$ cat src/rtl/tick_timer.sv
// ---------------------------------------------------------------------------
// tick_timer
//
// Programmable down-counting period timer driven by an external prescaler
// tick. A reload register sets the period (reload+1 ticks); each expiry
// raises a sticky irq, and an expiry that arrives while irq is still pending
// raises a sticky ovf. irq_ack clears both flags.
//
// Optional feature (macro TICK_TIMER_ONESHOT_EN):
//   Adds input port 'oneshot'. When oneshot=1 at expiry the timer raises irq,
//   parks cnt at 0 and returns to IDLE instead of reloading. Without the
//   macro the port is absent and the timer is always periodic.
//
// Priority inside one clock, highest first:
//   stop  > start  > tick (tick is only honoured in RUN with no start/stop)
//   wr_en is independent and only updates the reload register.
// ---------------------------------------------------------------------------
module tick_timer #(
    parameter int WIDTH = 8
) (
    input  logic             clk,
    input  logic             rstn,
    input  logic             tick,
    input  logic             wr_en,
    input  logic [WIDTH-1:0] wr_data,
    input  logic             start,
    input  logic             stop,
    input  logic             irq_ack,
`ifdef TICK_TIMER_ONESHOT_EN
    input  logic             oneshot,
`endif
    output logic [WIDTH-1:0] cnt,
    output logic             running,
    output logic             irq,
    output logic             ovf
);

    typedef enum logic {
        IDLE = 1'b0,
        RUN  = 1'b1
    } state_t;

    state_t           state;
    logic [WIDTH-1:0] reload;

    // Qualified count enable and expiry condition for this cycle.
    logic             count_en;
    logic             expire;
    logic             stop_on_expire;

    // Decode whether this cycle counts and whether it expires.
    // NOTE: every signal driven here gets a default first, so no path through
    // the block leaves it unassigned and no latch is inferred.
    always_comb begin
        count_en       = 1'b0;
        expire         = 1'b0;
        stop_on_expire = 1'b0;
        if (state == RUN && tick && !start && !stop) begin
            count_en = 1'b1;
            expire   = (cnt == '0);
        end
`ifdef TICK_TIMER_ONESHOT_EN
        stop_on_expire = expire && oneshot;
`endif
    end

    // Reload register: a write takes effect at the next load only.
    // NOTE: all sequential state uses non-blocking assignments so every
    // register samples the pre-edge values of its neighbours, which is what
    // makes a same-cycle start see the reload value from before the write.
    always_ff @(posedge clk or negedge rstn) begin
        if (!rstn) begin
            reload <= '0;
        end else if (wr_en) begin
            reload <= wr_data;
        end
    end

    // Control FSM with registered cnt and running.
    always_ff @(posedge clk or negedge rstn) begin
        if (!rstn) begin
            state   <= IDLE;
            cnt     <= '0;
            running <= 1'b0;
        end else begin
            if (stop) begin
                // Stop freezes cnt where it is and wins over start.
                state   <= IDLE;
                running <= 1'b0;
            end else if (start) begin
                // Start or restart the period from the current reload.
                state   <= RUN;
                running <= 1'b1;
                cnt     <= reload;
            end else if (count_en) begin
                if (!expire) begin
                    cnt <= cnt - 1'b1;
                end else if (stop_on_expire) begin
                    state   <= IDLE;
                    running <= 1'b0;
                    cnt     <= '0;
                end else begin
                    cnt <= reload;
                end
            end
        end
    end

    // Sticky irq: expiry sets it and wins over a simultaneous acknowledge.
    always_ff @(posedge clk or negedge rstn) begin
        if (!rstn) begin
            irq <= 1'b0;
        end else if (expire) begin
            irq <= 1'b1;
        end else if (irq_ack) begin
            irq <= 1'b0;
        end
    end

    // Sticky ovf: an expiry lost because irq was still pending; the
    // acknowledge wins here so ack+expiry leaves a clean irq without ovf.
    always_ff @(posedge clk or negedge rstn) begin
        if (!rstn) begin
            ovf <= 1'b0;
        end else if (irq_ack) begin
            ovf <= 1'b0;
        end else if (expire && irq) begin
            ovf <= 1'b1;
        end
    end

endmodule

$ cat config.mk
export PLATFORM = sky130hd
export DESIGN_NAME = tick_timer
export DESIGN_NICKNAME = d
export VERILOG_FILES = /design/src/rtl/tick_timer.sv
export SDC_FILE = /design/constraint.sdc
export NUM_CORES = 1
export LEC_CHECK = 0
export BUFFER_PORTS_ARGS = -buffer_cell sky130_fd_sc_hd__buf_2
export CAP_MARGIN = 10
export CORE_MARGIN = 2
export CORE_UTILIZATION = 50
export CTS_CLUSTER_SIZE = 10
export DETAILED_ROUTE_END_ITERATION = 10
export PLACE_DENSITY = 0.76
export SYNTH_ARGS = -nofsm -noshare
export SYNTH_HDL_FRONTEND = slang
export SYNTH_SLANG_ARGS = --single-unit
export TNS_END_PERCENT = 50
$ cat constraint.sdc
create_clock -name clk -period 2 [get_ports clk]
set_clock_uncertainty 0.05 [all_clocks]
set_input_delay 0.1 -clock clk [delete_from_list [all_inputs] [get_ports clk]]
set_output_delay 0.1 -clock clk [all_outputs]
set_load 0.01 [all_outputs]
## Yosys cells after proc, flatten, opt, wreduce, memory -nomap -nowiden

Index checks and enable logic that the tools add are counted.

| cells by class | value |
|---|---|
| eq/ne operators | 0 |
| bitwise gates (word level) | 1 |
| magnitude comparators | 0 |
| $mul | 0 |
| muxes and demuxes | 11 |
| add/subtract/negate cells | 1 |
| reductions and logical operators | 12 |
| div/mod/pow operators | 0 |
| shifts and indexed selects | 0 |

Operators by type and width:

| cell | number |
|---|---|
| two-way mux 8 bit | 3 |
| zero test 8 bit | 1 |
| two-way mux 1 bit | 8 |
| nonzero test 2 bit | 4 |
| subtractor 8 x 1 -> 8 bit (second input constant) | 1 |
| logical AND 1 bit | 4 |
| zero test 1 bit | 2 |
| AND reduction 2 bit | 1 |
| inverter 1 bit | 1 |

| storage, ports and cells | value |
|---|---|
| latch bits | 0 |
| memory bits (writable) | 0 |
| memories kept | 0 |
| flip-flop bits (word level) | 19 |
| logic and storage cells | 30 |
| output and inout bits | 11 |
| bits in read-only memories | 0 |
| bits of input ports | 15 |

## Depth between registers and ports, before layout

Gate-level depths: netlist of run 1.

| logic depth | value |
|---|---|
| word-level depth | 7 |
| depth in mapped cells | 6 |
| depth with buffers taken out | 6 |

## Least setup slack after synthesis of run 1

Ideal clock, no wire load.

| path | value |
|---|---|
| kind | reg-to-reg |
| start | reg cnt[0] |
| end | reg cnt[7] |
| arrival | 1.707 ns |
| period minus slack after synthesis | 1.896 ns |
| stages on the path, launching flop included | 7 |
| path slack | 0.104 ns |
| path buffers | 0 |
| setup time | 0.140 ns |
| data required time | 1.810 ns |
| path through | dfrtp_1 -> inv_1 -> ha_1 -> nand4b_1 -> or4_4 -> o21ai_1 -> a22oi_1 |

| on the way | value |
|---|---|
| cells in the longest elaborated chain, start to end | 5 |
| elaborated cells on any way between the ends | 6 |
| those cells by class | add/sub: 1; mux: 4; reduce/logical: 1 |

RTL lines:

| element | line | RTL |
|---|---|---|
| from (decl) | 32 | `output logic [WIDTH-1:0] cnt,` |
| from (signal assigned) | 94 | `cnt <= reload;` |
| from (signal assigned) | 97 | `cnt <= cnt - 1'b1;` |
| from (signal assigned) | 103 | `cnt <= reload;` |
| branches (longest 2 deep; another with subtractor 8 x 1 -> 8 bit) | - |  |
| two-way mux 8 bit * | 96 | `if (!expire) begin` |
| two-way mux 8 bit * | 95 | `end else if (count_en) begin` |
| two-way mux 8 bit * | 90 | `end else if (start) begin` |

Mark *: on every way between the ends. The select of a mux whose other input is x is not followed.
A chain may end at the register's enable or synchronous reset.

## Final worst setup path of run 1

| path | value |
|---|---|
| start | reg cnt[3] |
| end | reg cnt[7] |

The elaborated chain is that of the path after synthesis.

==> results of run 1 <==
## logic make-up (layout without fill, tap and decap cells)
logic type / count (synthesis) / after routing
AOI/OAI and AO/OA: 26 / 26
adders and majority gates: 1 / 1
buffers and inverters: 10 / 49
DFF: 19 / 19
muxes: 8 / 8
and+or+nand+nor: 31 / 31
## through the flow
step | area, um2 | utilization [%]
4_1_cts | 1290 | 67.1
6_report | 1310 | 67.9
5_1_grt | 1310 | 67.9
3_3_place_gp | 1160 | 60.5
2_1_floorplan | 1010 | -
3_5_place_dp | 1160 | 60.5
## worst paths after layout
kind	start	to
min in group asynchronous	rstn	reload[4]
worst max register to register	cnt[3]	cnt[7]
worst max-delay path	cnt[3]	cnt[7]
worst min-delay path	stop	state
max in group asynchronous	rstn	cnt[3]
worst min register to register	reload[3]	reload[3]
## power groups by stage
stage	registers, W	clock network [W]	logic [W]
6_report	0.000517	0.000190	0.000325
5_1_grt	0.000527	0.000218	0.000354
4_1_cts	0.000513	0.000196	0.000317
3_5_place_dp	0.000521	0	0.000300
3_3_place_gp	0.000515	0	0.000295
2_1_floorplan	0.000533	0	0.000157
## metal layers
| layer | global-route usage (%) | routed length [um] | up-vias |
|---|---|---|---|
| li1 | - | - | 433 |
| met1 | 28.9 | 1060 | 435 |
| met2 | 34.7 | 1210 | 35 |
| met3 | 3.99 | 121 | 7 |
| met4 | 7.14 | 44 | 0 |
| met5 | 0 | 0 | - |
## worst max-delay path: stages (launching register included)
cell,delay (ns)
dfrtp_2,0.46
or4_4,0.57
or4_4,0.54
o21ai_1,0.14
a22oi_1,0.08
## sequential cells by signal, indices dropped and copies added (netlist names)
signal and cells:
reload 8, cnt 8, irq 1, ovf 1, state 1
## repair_timing
action | CTS | global route
hold endpoints to repair | 28 | 0
setup buffers | 0 | 2
endpoints found under the setup margin | 0 | 10
hold buffers | 10 | 0
resized for setup | 0 | 2
## cell usage in the layout (no fill, tap or decap), drive strengths merged
cell and n:
or2 2, a22oi 1, nor4 1, ha 1, nand4b 2, o22ai 1
nand2 3, nor3 2, nand4 3, o21ai 7, nor4b 1, dlygate4sd3 10
nor2 6, nand3 6, a2bb2oi 2, nor2b 2, dfrtp 19, o211ai 2
buf 29, inv 6, o41ai 1, a21oi 7, o311ai 2, a31oi 1
mux2 8, o41a 1, or3 1, clkbuf 4, or4 2, o21ba 1
## area by class of cell
cell class	instances	area, um2	area share [%]
clock buffers	4	26.3	2.01
inverters	6	22.5	1.73
multi-input cells	66	490	37.6
flip-flops and latches	19	477	36.5
well taps	27	33.8	2.59
repair buffers	39	255	19.6
==> metrics.txt, run 1 <==
number of global-route vias before repair between 800 and 900; Core Rows 16; Final Non-Filler Cells 161; worst-margin pin slew ~0.82 ns; setup TNS 0 ns; drt via density 5.65; status finished, final reports clean; RSZ-0062 raised after global routing true; top cell type's share of synthesized area 47.2%; Port Buffer Count 25; Fillers 157; HPWL after DPL 1690 um; VDD IR-drop max 0.000541 V; syn nets ~110; synthesized-area fraction occupied by adder cells 1.24%; Placed Cells 145; Compound-Gate Fraction of Synth Area 20.1%; average cell area after synthesis between 10 and 15 um2; mux cell area share after synthesis 8.94%; Post-Route WL 2440 um; routability cong. 0.884; CTS Buf Count 3; DR WL/cell 15.1 um; Post-Synth XOR/XNOR Area 0%; total track usage a little over a fifth; GRT overflow 0; WHS 0.0217 ns; number of diodes 0; Yosys cell types 33; most frequent cell after synthesis dfrtp_1; hold depth 2; Async SR Flop Fraction 100%; sequential area share after synthesis 47.2%; area of the mapped netlist 0.00101 mm2; synth warn 0; worst hold path class in2reg; P_leak just under 0.6 nW; chip height 48.9 um; initial antenna violation count 0; Nets 151; final worst path period need 2.00 ns; sw frac 34.3%; Core Area 0.00192 mm2; most common library cells after synthesis 19 x dfrtp_1, 8 x mux2_2; highest clock rate 501 MHz; H-tree depth 1; first-pass GRT wire length 3960 um; largest family of logic cells by synthesized area compound AO/OA/AOI/OAI gates; Clock power frac 18.4%; first-pass iteration count of the detailed router 4; sequential share of power 50.1%; antenna-violating nets left 0; R2R depth 4; Pwr per Cell Area 791 mW/mm2; Setup crit end kind register; post-synthesis simple-gate area fraction 18.4%; IO Pins 26; ys flop type dfrtp_1; DR vias 910; max_cap viols 0; worst-path fanout max 6; Synth Register Bits 19; Sink Count 19; sw power 0.000354 W; Comb pwr share 31.5%; internal power approximately 0.00068 W; EDFF count, synth 0; top cells by area, synth dfrtp_1 47%, mux2_2 8.9%, a21oi_1 3.0%, nand3_1 3.0%, o21ai_0 3.0%; CTS tree done; Layout Area Growth over Synthesis 29.6%; final period utilization 99.9%; DRC viols 0; Clock Path Buffers 2; Final Hold Fails 0; crit path DAT approximately 2.1 ns; Initial Utilization 52.4%; DIE AREA around 0.0024 mm2; Root Buffer clkbuf_4; 1st-iter DRT viols 17; chip width 48.9 um; Mapped Cells 95; critical path class reg2reg; Tot Pwr 0.00103 W; largest area contributor in the netlist dfrtp_1; layout cells sized above 1 38.1%; Crit path required time 2.09 ns; Setup WS post-layout 0.00259 ns; worst slack at placement about 0.022 ns; R2R setup slack 0.003 ns; Skew-Pair Late Insertion Delay 0.30 ns; largest net degree at the start of global routing 20; Slew HR 44.8%; Max Transition Viols Final 0; Worst Setup Start Kind register; # setup viols final 0; clock-pin transition on the worst setup and hold timing paths approximately 0.10 ns
No activity file was read; power rests on OpenSTA's default activity.
==> run 2, diff against run 1 <==
- clock period: 2 -> 2.3 ns (I/O delays scaled with it)
==> run 2 against run 1 <==
Sequential power is 12% lower. Clock power is 12% lower. Combinational power is 22% lower. Setup slack better by 0.21 ns. Via count is 2.0% lower. Critical endpoint unchanged. Largest power group unchanged. Highest routed layer unchanged.
==> metrics.txt, run 2 (synthesis results as in run 1) <==
final worst path period need 2.09 ns (+0.0900 ns); Core Area 0.00192 mm2 (unchanged); post-CTS resize count 0 (unchanged); worst-margin pin slew 0.793 ns (-0.0308 ns); P_leak 0.569 nW (-2.4%); Comb pwr share 29.0% (-2.5 points); Top Registers cnt x8, reload x8; Root Buffer clkbuf_4; antenna-violating nets left 0 (unchanged); Final Hold Fails 0 (unchanged); highest clock rate 479 MHz (-4.3%); Pwr per Cell Area 689 mW/mm2 (-13%); initial antenna violation count 0 (unchanged); Max Transition Viols Final 0 (unchanged); critical path, cell by cell inv_1 > ha_1 > nand4b_1 > or4_4 > o21ai_1 > a22oi_1; Post-Route WL 2350 um (-3.5%); sw frac 35.0% (+0.66 points); commonest non-fill, non-tap cell in the layout buf_2; largest stage delay on the critical path 0.59 ns (+0.02 ns); DRC viols 0 (unchanged); sw power 0.000307 W (-13%); max_cap viols 0 (unchanged); Worst Setup Start Kind register; CTS tree done; DR WL/cell 15.0 um (-1.1%); Nets 147 (-2.6%); total track usage 21.2% (-0.17 points); RSZ-0062 raised after global routing false; HPWL after DPL 1610 um (-4.8%); CP max stage cell or4_4; IO Pins 26 (unchanged); chip width 48.9 um (unchanged); drt via density 5.68 (+0.52%); Slew HR 46.9% (+2.1 points); first-pass iteration count of the detailed router 4 (unchanged); H-tree depth 1 (unchanged); status finished, final reports clean; crit path DAT 2.19 ns (+0.10 ns); Sink Count 19 (unchanged); chip height 48.9 um (unchanged); Placed Cells 143 (-1.4%); clock-pin transition on the worst setup and hold timing paths 0.11 ns (about the same); Crit path required time 2.40 ns (+0.31 ns); Port Buffer Count 25 (unchanged); worst-path fanout max 6 (unchanged); Clock Path Buffers 2 (unchanged); internal power 0.000571 W (-16%); # setup viols final 0 (unchanged); 1st-iter DRT viols 32 (+15); Skew-Pair Late Insertion Delay 0.30 ns (about the same); worst hold path class in2reg; number of diodes 0 (unchanged); final period utilization 90.8% (-9.1 points); Core Rows 16 (unchanged); Setup crit end kind register; GRT overflow 0 (unchanged); layout cells sized above 1 35.4% (-2.7 points); Layout Area Growth over Synthesis 26.6%; Initial Utilization 52.4% (unchanged); Clock power frac 19.1% (+0.7 points); sequential share of power 51.9% (+1.8 points); postcts setup bufs 0 (unchanged); setup TNS 0 ns (unchanged); number of global-route vias before repair 920 (+10%); VDD IR-drop max 0.000451 V (-17%); DR vias 892 (-2.0%); largest net degree at the start of global routing 20 (unchanged); critical path class reg2reg; CTS Buf Count 3 (unchanged); Final Non-Filler Cells 157 (-2.5%); routability cong. 0.866 (-2.0%); DIE AREA 0.00239 mm2 (unchanged); most frequent cells in the layout 25 x buf_2, 19 x dfrtp_1, 10 x dlygate4sd3_1, 8 x mux2_2; first-pass GRT wire length 3940 um (-0.53%)
-- run 2: power groups by stage --
stage	registers [W]	clock network, W	logic (W)
after floorplan	0.000463	0	0.000136
after detailed placement	0.000458	0	0.000240
after global routing	0.000462	0.000186	0.000279
after CTS	0.000452	0.000174	0.000255
after global placement	0.000456	0	0.000236
final	0.000456	0.000168	0.000254
-- run 2: final timing paths --
kind / start / cells after the start / slack [ns] / endpoint
setup / recovery: cnt[0] / 6 / 0.21 / cnt[7]
hold / removal: stop / 2 / 0.03 / state
setup reg to reg: cnt[0] / 6 / 0.21 / cnt[7]
hold reg to reg: reload[2] / 1 / 0.46 / reload[2]
max in group asynchronous: rstn / 2 / 1.69 / reload[6]
min in group asynchronous: rstn / 2 / 0.21 / state
-- run 2: final cells by class --
cell class	count	area, um2
Clock inverter	1	5.00
Fill cell	160	647
Clock buffer	3	22.5
Inverter	6	22.5
Timing Repair Buffer	35	225
Sequential cell	19	475
Tap cell	27	33.8
Multi-Input combinational cell	66	490
-- run 2: through the flow --
step | utilization, % | hold slack (ns) | worst slack [ns] | area [um2] | power [W]
after CTS | 66.3 | 0.0226 | 0.230 | 1270 | 0.000881
after floorplan | - | -0.231 | 0.404 | 1010 | 0.000600
after detailed placement | 59.7 | 0.0300 | 0.251 | 1150 | 0.000698
final | 66.3 | 0.0291 | 0.213 | 1270 | 0.000878
after global placement | 59.7 | 0.0184 | 0.369 | 1150 | 0.000692
after global routing | 66.3 | 0.0217 | 0.0815 | 1270 | 0.000926
-- run 2: worst max-delay path, delay by kind of cell, from the launching register on --
kind                     cells  cell delay, ns
AND/OR/NAND/NOR              2            0.86
buffers and inverters        1            0.11
flip-flops                   1            0.42
adder cells (fa/ha/maj)      1            0.27
AO/OA/AOI/OAI                2            0.23
-- run 2: metal layers --
metal	routed length, um	vias to the layer above	part of all wire [%]	global-route usage (%)
met3	131	4	5.6	4.91
met1	970	424	41	24.5
met4	35	0	1.5	9.52
met5	0	-	0	0
li1	-	428	-	-
met2	1210	36	52	37.2
-- run 2: repair_timing --
item                                    4_1_cts  5_1_grt
endpoints found under the setup margin        0        0
endpoints found under the hold margin        28        0
hold buffers                                 10        0
